===== src/rtl/mem_responder.sv =====
// -----------------------------------------------------------------------------
// mem_responder
//
// Word-addressed memory responder on the memory-strobe side of the multicycle
// CPU. A request (MemRead or MemWrite) sampled in IDLE latches Addr/WData and
// the operation. The responder then waits LATENCY cycles and performs the access
// on an internal array. It returns a one-cycle Ready pulse, with RData valid
// for a read. A strobe that is still held after an access is absorbed in HOLD,
// so it cannot start a second access. A request with both strobes high gives a
// single Err pulse and does no access.
//
// Parameters
//   ADDR_W   address width; the array holds 2**ADDR_W words
//   DATA_W   word width
//   LATENCY  wait states between acceptance and access (0..15)
//
// Ports
//   Clk       in   clock, rising edge
//   Reset     in   synchronous, active-high
//   MemRead   in   read strobe (level)
//   MemWrite  in   write strobe (level)
//   Addr      in   word address (from MAR)
//   WData     in   write data (from MDR)
//   RData     out  last read data, registered
//   Ready     out  one-cycle completion pulse, registered
//   Busy      out  high whenever the FSM is not in IDLE
//   Err       out  one-cycle pulse for an illegal request (both strobes)
// -----------------------------------------------------------------------------
module mem_responder #(
    parameter int ADDR_W  = 8,
    parameter int DATA_W  = 16,
    parameter int LATENCY = 2
) (
    input  logic              Clk,
    input  logic              Reset,
    input  logic              MemRead,
    input  logic              MemWrite,
    input  logic [ADDR_W-1:0] Addr,
    input  logic [DATA_W-1:0] WData,
    output logic [DATA_W-1:0] RData,
    output logic              Ready,
    output logic              Busy,
    output logic              Err
);

    localparam logic [3:0] LAT = 4'(LATENCY);
    localparam int unsigned DEPTH = 1 << ADDR_W;

    typedef enum logic [1:0] {
        S_IDLE = 2'd0,
        S_BUSY = 2'd1,
        S_RESP = 2'd2,
        S_HOLD = 2'd3
    } state_t;

    state_t            r_state;
    logic [3:0]        r_cnt;
    logic [ADDR_W-1:0] r_addr;
    logic [DATA_W-1:0] r_wdata;
    logic              r_is_write;
    logic [DATA_W-1:0] r_rdata;
    logic              r_ready;
    logic              r_err;

    // Storage array: never cleared by Reset.
    logic [DATA_W-1:0] r_mem [DEPTH];

    logic w_one_strobe;
    logic w_both_strobes;
    logic w_no_strobe;
    logic w_access;
    logic w_commit;

    assign w_one_strobe   = MemRead ^ MemWrite;
    assign w_both_strobes = MemRead & MemWrite;
    assign w_no_strobe    = ~(MemRead | MemWrite);

    // The access happens on the BUSY edge at which the wait counter reaches zero.
    assign w_access = (r_state == S_BUSY) && (r_cnt == '0);

    // Reset at the same edge discards a pending write.
    assign w_commit = w_access && r_is_write && !Reset;

    always_ff @(posedge Clk) begin
        if (w_commit) begin
            r_mem[r_addr] <= r_wdata;
        end
    end

    always_ff @(posedge Clk) begin
        if (Reset) begin
            r_state    <= S_IDLE;
            r_cnt      <= '0;
            r_addr     <= '0;
            r_wdata    <= '0;
            r_is_write <= 1'b0;
            r_rdata    <= '0;
            r_ready    <= 1'b0;
            r_err      <= 1'b0;
        end else begin
            // Ready and Err are single-cycle pulses. Their default is low.
            r_ready <= 1'b0;
            r_err   <= 1'b0;

            case (r_state)
                S_IDLE: begin
                    if (w_one_strobe) begin
                        r_addr     <= Addr;
                        r_wdata    <= WData;
                        r_is_write <= MemWrite;
                        r_cnt      <= LAT;
                        r_state    <= S_BUSY;
                    end else if (w_both_strobes) begin
                        r_err   <= 1'b1;
                        r_state <= S_HOLD;
                    end
                end

                S_BUSY: begin
                    // Only the latched request is used here. Live inputs are ignored.
                    if (r_cnt != '0) begin
                        r_cnt <= r_cnt - 4'd1;
                    end else begin
                        if (!r_is_write) begin
                            r_rdata <= r_mem[r_addr];
                        end
                        r_ready <= 1'b1;
                        r_state <= S_RESP;
                    end
                end

                S_RESP: begin
                    r_state <= w_no_strobe ? S_IDLE : S_HOLD;
                end

                S_HOLD: begin
                    // Stay here until both strobes are seen low. A held strobe
                    // therefore cannot start a second access.
                    if (w_no_strobe) begin
                        r_state <= S_IDLE;
                    end
                end

                default: begin
                    r_state <= S_IDLE;
                end
            endcase
        end
    end

    assign RData = r_rdata;
    assign Ready = r_ready;
    assign Err   = r_err;
    assign Busy  = (r_state != S_IDLE);

endmodule

===== config.mk =====
export PLATFORM = sky130hd
export DESIGN_NAME = mem_responder
export DESIGN_NICKNAME = d
export VERILOG_FILES = /design/src/rtl/mem_responder.sv
export SDC_FILE = /design/constraint.sdc
export NUM_CORES = 2
export LEC_CHECK = 0
export CELL_PAD_IN_SITES_DETAIL_PLACEMENT = 1
export CELL_PAD_IN_SITES_GLOBAL_PLACEMENT = 2
export CORE_MARGIN = 5
export CORE_UTILIZATION = 45
export CTS_BUF_LIST = sky130_fd_sc_hd__clkbuf_8
export DETAILED_ROUTE_END_ITERATION = 12
export PLACE_DENSITY_LB_ADDON = 0.15
export SLEW_MARGIN = 20
export SYNTH_ARGS = -nofsm -noshare
export SYNTH_HDL_FRONTEND = slang
export SYNTH_SLANG_ARGS = --single-unit

===== constraint.sdc =====
create_clock -name Clk -period 5.4 [get_ports Clk]
set_input_delay 1.08 -clock Clk [delete_from_list [all_inputs] [get_ports Clk]]
set_output_delay 1.08 -clock Clk [all_outputs]
set_load 0.02 [all_outputs]

; ---- After elaboration in Yosys (flattened, before gate mapping)
; Memories as Yosys holds them, arrays and structs flattened. A register that Yosys moved wholly into a read port is not among the register bits.
; Index checks and enable logic that the tools add are counted.
[word_totals]
out_inout_bits = 19
n_memories = 1
ramBits = 4096
reg_bits = 33
[mem_list]
columns = memory, depth, width, read_ports, rd_ports_with_merged_regs, write_ports, line
row1 = r_mem, 256, 16, 1, 1, 1, 66  ; logic [DATA_W-1:0] r_mem [DEPTH];
[classes]
n_reduce_logical = 15
n_addsub = 1
n_mux = 13
n_bitwise = 7
eq_ne = 8
[ops]
columns = operator, n
row1 = $mux 2, 5
row2 = $reduce_and 3->1, 3
row3 = $mux 4, 2
row4 = $pmux 2 s4, 1
row5 = $pmux 4 s2, 1
row6 = $ne 2x2->1 const B, 3
row7 = $eq 2x2->1 const B, 2
row8 = $logic_not 4->1, 1
row9 = $mux 1, 4
row10 = $not 1->1, 4
row11 = $reduce_bool 2->1, 2
row12 = $reduce_bool 4->1, 1
row13 = $sub 4x1->4 const B, 1
row14 = $logic_and 1x1->1, 3
row15 = $ne 3x3->1 const B, 1
row16 = $reduce_or 3->1, 1
row17 = $eq 2x1->1 const B, 1
row18 = $logic_not 2->1, 1
row19 = $ne 2x1->1 const B, 1
row20 = $reduce_and 2->1, 1
row21 = $reduce_or 2->1, 1
row22 = $and 1x1->1, 1
row23 = $logic_not 1->1, 1
row24 = $or 1x1->1, 1
row25 = $xor 1x1->1, 1

; ---- Logic depth before layout (Yosys ltp)
[logic_depth]
ltp_word = 6
mapped_depth = 14

; ---- Least setup slack after synthesis
; No wires, ideal clock.
[synth_timing]
path_type = register to register
start = register r_wdata[0]
end = memory r_mem[0][0], data pin
n_path_buf = 0
t_required_ns = 4.544
stages_incl_launch_ff = 1
arrival_time_ns = 3.397
path_slack_ns = 1.147
path_cell_list = dfxtp_1
[synth_lines]
columns = item, line
row1 = start: declaration, 59  ; logic [DATA_W-1:0] r_wdata;
row2 = start signal: assignment, 109  ; r_wdata <= WData;
row3 = end: declaration, 66
; Straight into the memory's write port.

==> results.md <==
Global routing:
- The number of antenna violations at the first check in global routing was 30.
- The first global-routing pass estimated 678 mm of wire.
- The largest net degree at the start of global routing is 167.
- The global-route usage over all layers is 26.2%.
- The via count of the first global-routing pass is 83900.
- Global routing finished with a remaining overflow of 0.

Clock tree:
- Counting along the longest clock path gives a buffer depth of 4.
- The H-tree was split into 6 levels.
- The cell at the root of the clock tree is clkbuf_8.
- The clock insertion delay at the later pin of the skew report is 1.26 ns.
- The clock tree from TritonCTS is yes.
- The clock input transition at the sequential cells of the worst setup and hold paths is 0.06 ns.
- The clock net in this run drives a total of 4145 sinks.
- The post-CTS setup repair buffer count is 0.
- The number of gates resized after cts is 0.
- The number of buffers added by the clock tree synthesis step is 682.
- After clock tree synthesis, the flow added hold-fix buffers numbering 0.

Final layout:
- The synthesis-to-finish area growth is 13.0%.
- The proportion of layout cells with a drive suffix above 1 is 27.1%.
- The filler cell count in the final layout is 31300.
- With fillers left out, the area of the finished cells amounts to 180000 µm².
- In the final design database the tool counted 8107 nets.

Detailed routing:
- After the first detailed-routing iteration, the DRC count stood at approximately 9800.
- In this run the remaining antenna-violating nets after routing total 0.
- The sum of routed wire length over all layers is about 480 mm.
- In the routed design, unresolved DRC markers number 0.
- The first-pass detailed-route iteration total is 5.
- In the final routed layout, each cell accounts on average for roughly 36 µm.
- The routed layout has 81800 vias.
- The average vias per placed instance is about 6.1.

Setup path:
- In this run the register-to-register setup slack is about 0.5 ns.
- For this design, the slowest cell found on the critical path is dfxtp_4.
- The type of the setup path with the least slack is register to register.
- In this run the critical register-to-register path is captured at RData[14].
- The largest single stage delay on the critical path is 1.06 ns.
- STA classifies the critical path startpoint as a register.
- The library cell appearing most often on the critical path is buf_4.
- The signal on the critical path passes through buf_4 -> buf_4 -> mux4_2 -> a221oi_1 -> o21ai_0 -> a211oi_1 -> a311o_1 -> a311oi_1.
- The largest fanout of any net on the critical path is 42.
- The launch point of the worst reg-to-reg path is r_addr[0].
- The required time of the critical path is 6.50 ns.
- At the worst endpoint, the arrival time is roughly 6 ns.
- STA classifies the critical path endpoint as a register.
- The depth of the most critical reg-to-reg path is 8.

Synthesis:
- The sequential cell area fraction in the yosys report is just under 80%.
- Yosys attributes the largest share of cell area to edfxtp_1, mux4_2, mux2i_1, nor2_1, dfxtp_1.
- The cell taking the most area after synthesis is edfxtp_1.
- In the synthesized netlist the dominant register cell turns out to be edfxtp_1.
- The synthesized instance count is 7298.
- Sorting the synthesized cells by how often they occur yields edfxtp_1, mux4_2, mux2i_1.
- The share of async-settable or async-resettable flops after synthesis is 0%.
- Averaged over all synthesized cells, the footprint is ~22 µm².
- The cell area that synthesis handed to floorplanning was 160000 µm².
- The top cell type's share of synthesized area is 77.1%.
- In this run, synthesis inferred roughly 4100 flip-flops with an integrated enable.
- The post-synthesis cell type count is 75.
- The most instantiated library cell after synthesis is edfxtp_1.
- The post-synthesis register bit count is 4145.
- Counting every net in the synthesized netlist gives 7331.
- For this run, the number of Yosys warnings is 0.

Power:
- Power spread over the standard cell area amounts to 371 nW/µm².
- The reported leakage power is 52.7 nW.
- The worst voltage drop across the vdd grid is between 0.2 and 0.3 mV.
- The completed layout was analyzed and its total power is 66.9 mW.

STA:
- The number of max-slew violations in the final report is 0.
- Between clock sinks in the finished design, the worst skew comes to 0.0909 ns.
- Setup repair after global routing left no endpoint under its margin.
- The total count of hold-check failures in the final report was 0.
- The slew at the pin closest to its max-slew limit is about 1.4 ns.
- In this run the tightest slew margin relative to its limit is 9.62%.
- The tightest hold margin is 0.285 ns.
- After layout, the minimum clock period comes to approximately 5 ns.
- The achievable frequency is between 0.2 and 0.25 GHz.
- Setup total negative slack on the finished layout was measured at 0 ns.
- The worst path uses slightly above 90% of the clock period.
- Setup violations remaining at the end of the flow were counted as 0.

Floorplanning:
- The floorplan step defined a die boundary enclosing 366000 µm².
- The area of the core is around 350000 µm².
- In this run the horizontal extent of the chip is 605 µm.
- The floorplan row count is 218.
- The vertical die dimension is slightly above 600 µm.
- The initial utilization of the core area, before any placement, comes to 45.2%.
- The number of top-level design ports is between 40 and 50.

Job:
- The tool flagged a number of max-cap violations equal to 0.

Placed design:
- The congestion estimate from routability-driven global placement came to 0.851.
- In this run the cell area measured after placement is roughly 170000 µm².
- In this run the tool buffered the top-level ports with 46 buffer cells.
- The final HPWL from detailed placement is just under 300 mm.

Worst hold path:
- For hold timing, the worst endpoint is Ready.
- The worst hold path stage count is 2.
- The startpoint identified for the worst hold timing path is Reset.
- In this run the worst hold path is classified as input port to register.

Status:
- The flow ran to the end, and the final reports show no timing, DRC or antenna violations.
==> worst max-delay path by stage <==
| stage | from | end | slack, ns | cells past startpoint |
|---|---|---|---|---|
| final | r_addr[0] | RData[14] | 0.50 | 8 |
| after detailed placement | r_addr[0] | RData[14] | 0.59 | 8 |
| after CTS | r_addr[0] | RData[14] | 0.58 | 8 |
| after global routing | r_addr[0] | RData[14] | 0.54 | 8 |
| after global placement | r_addr[0] | RData[14] | 0.62 | 8 |
| after floorplan | r_wdata[0] | r_mem[0][0] | 1.15 | 0 |
==> stage by stage <==
step / setup slack, ns / std cells / util [%]
6_report: 0.499 / 13400 / 51.1
5_1_grt: 0.542 / 13300 / 51.1
4_1_cts: 0.583 / 13300 / 51.1
3_5_place_dp: 0.588 / 12100 / 47.6
3_3_place_gp: 0.617 / 12100 / 47.6
2_1_floorplan: 1.15 / 7298 / -
==> cell type report <==
| type | count | area (µm²) | share of cell area, % |
|---|---|---|---|
| Inverter | 15 | 56.3 | 0.0312 |
| Tap cell | 4730 | 5920 | 3.28 |
| Antenna cell | 15 | 37.5 | 0.0208 |
| Clock inverter | 525 | 2700 | 1.50 |
| Clock buffer | 694 | 9550 | 5.30 |
| Sequential cell | 4145 | 124000 | 68.8 |
| Multi-Input combinational cell | 2701 | 33200 | 18.4 |
| Timing Repair Buffer | 529 | 4810 | 2.67 |
==> where the power goes <==
group          total (mW)  switching, mW  internal, mW  leakage (nW)
Clock                25.2           12.8          12.5          7.07
Combinational        5.47           3.67          1.80          10.5
Sequential           36.2          0.426          35.8          35.2
==> cells in the final DEF, fill, tap and decap left out, types with 55 or more instances in the layout <==
cell type	n
nand3_1	64
clkbuf_8	694
nor2_1	253
a21oi_1	80
buf_4	425
edfxtp_1	4096
a22oi_1	89
mux4_2	890
inv_1	234
buf_12	55
o21ai_0	79
nand2_1	126
clkinv_1	182
mux2i_1	501
clkinv_2	66
a221oi_1	69
o22ai_1	132
nor2_2	55
==> sequential cells by signal, indices dropped and copies added (netlist names) <==
signal,flops
r_mem,4096
r_addr,8
r_state,2
r_cnt,4
r_is_write,1
RData,16
Ready,1
r_wdata,16
Err,1
==> cells by family (layout without fill, tap and decap cells) <==
group / after synthesis / count (layout) / synth area share [%]
DFF: 4145 / 4145 / 77.7
muxes: 1420 / 1420 / 16.0
and+or+nand+nor: 645 / 645 / 1.80
AOI/OAI and AO/OA: 629 / 629 / 2.75
buffers and inverters: 452 / 1763 / 1.64
adders and majority gates: 5 / 5 / 0.0392
xor gates and xnor gates: 2 / 2 / 0.0110
other: 0 / 15 / 0
==> routing by layer <==
layer  vias up  global-route usage, %  part of all wire, %
li1      32500                      -                    -
met1     44800                   38.0                   42
met2      3826                   40.4                   47
met3       712                   4.83                  8.0
met4         8                   8.92                  3.6
met5         -                      0                0.011
==> critical path: cells and delay by family (launching register included) <==
family	cells	cell delay (ns)
mux	1	0.55
compound gates	5	2.27
buf+inv	2	0.72
flops	1	1.06
Power figures use the tool's default switching activity.
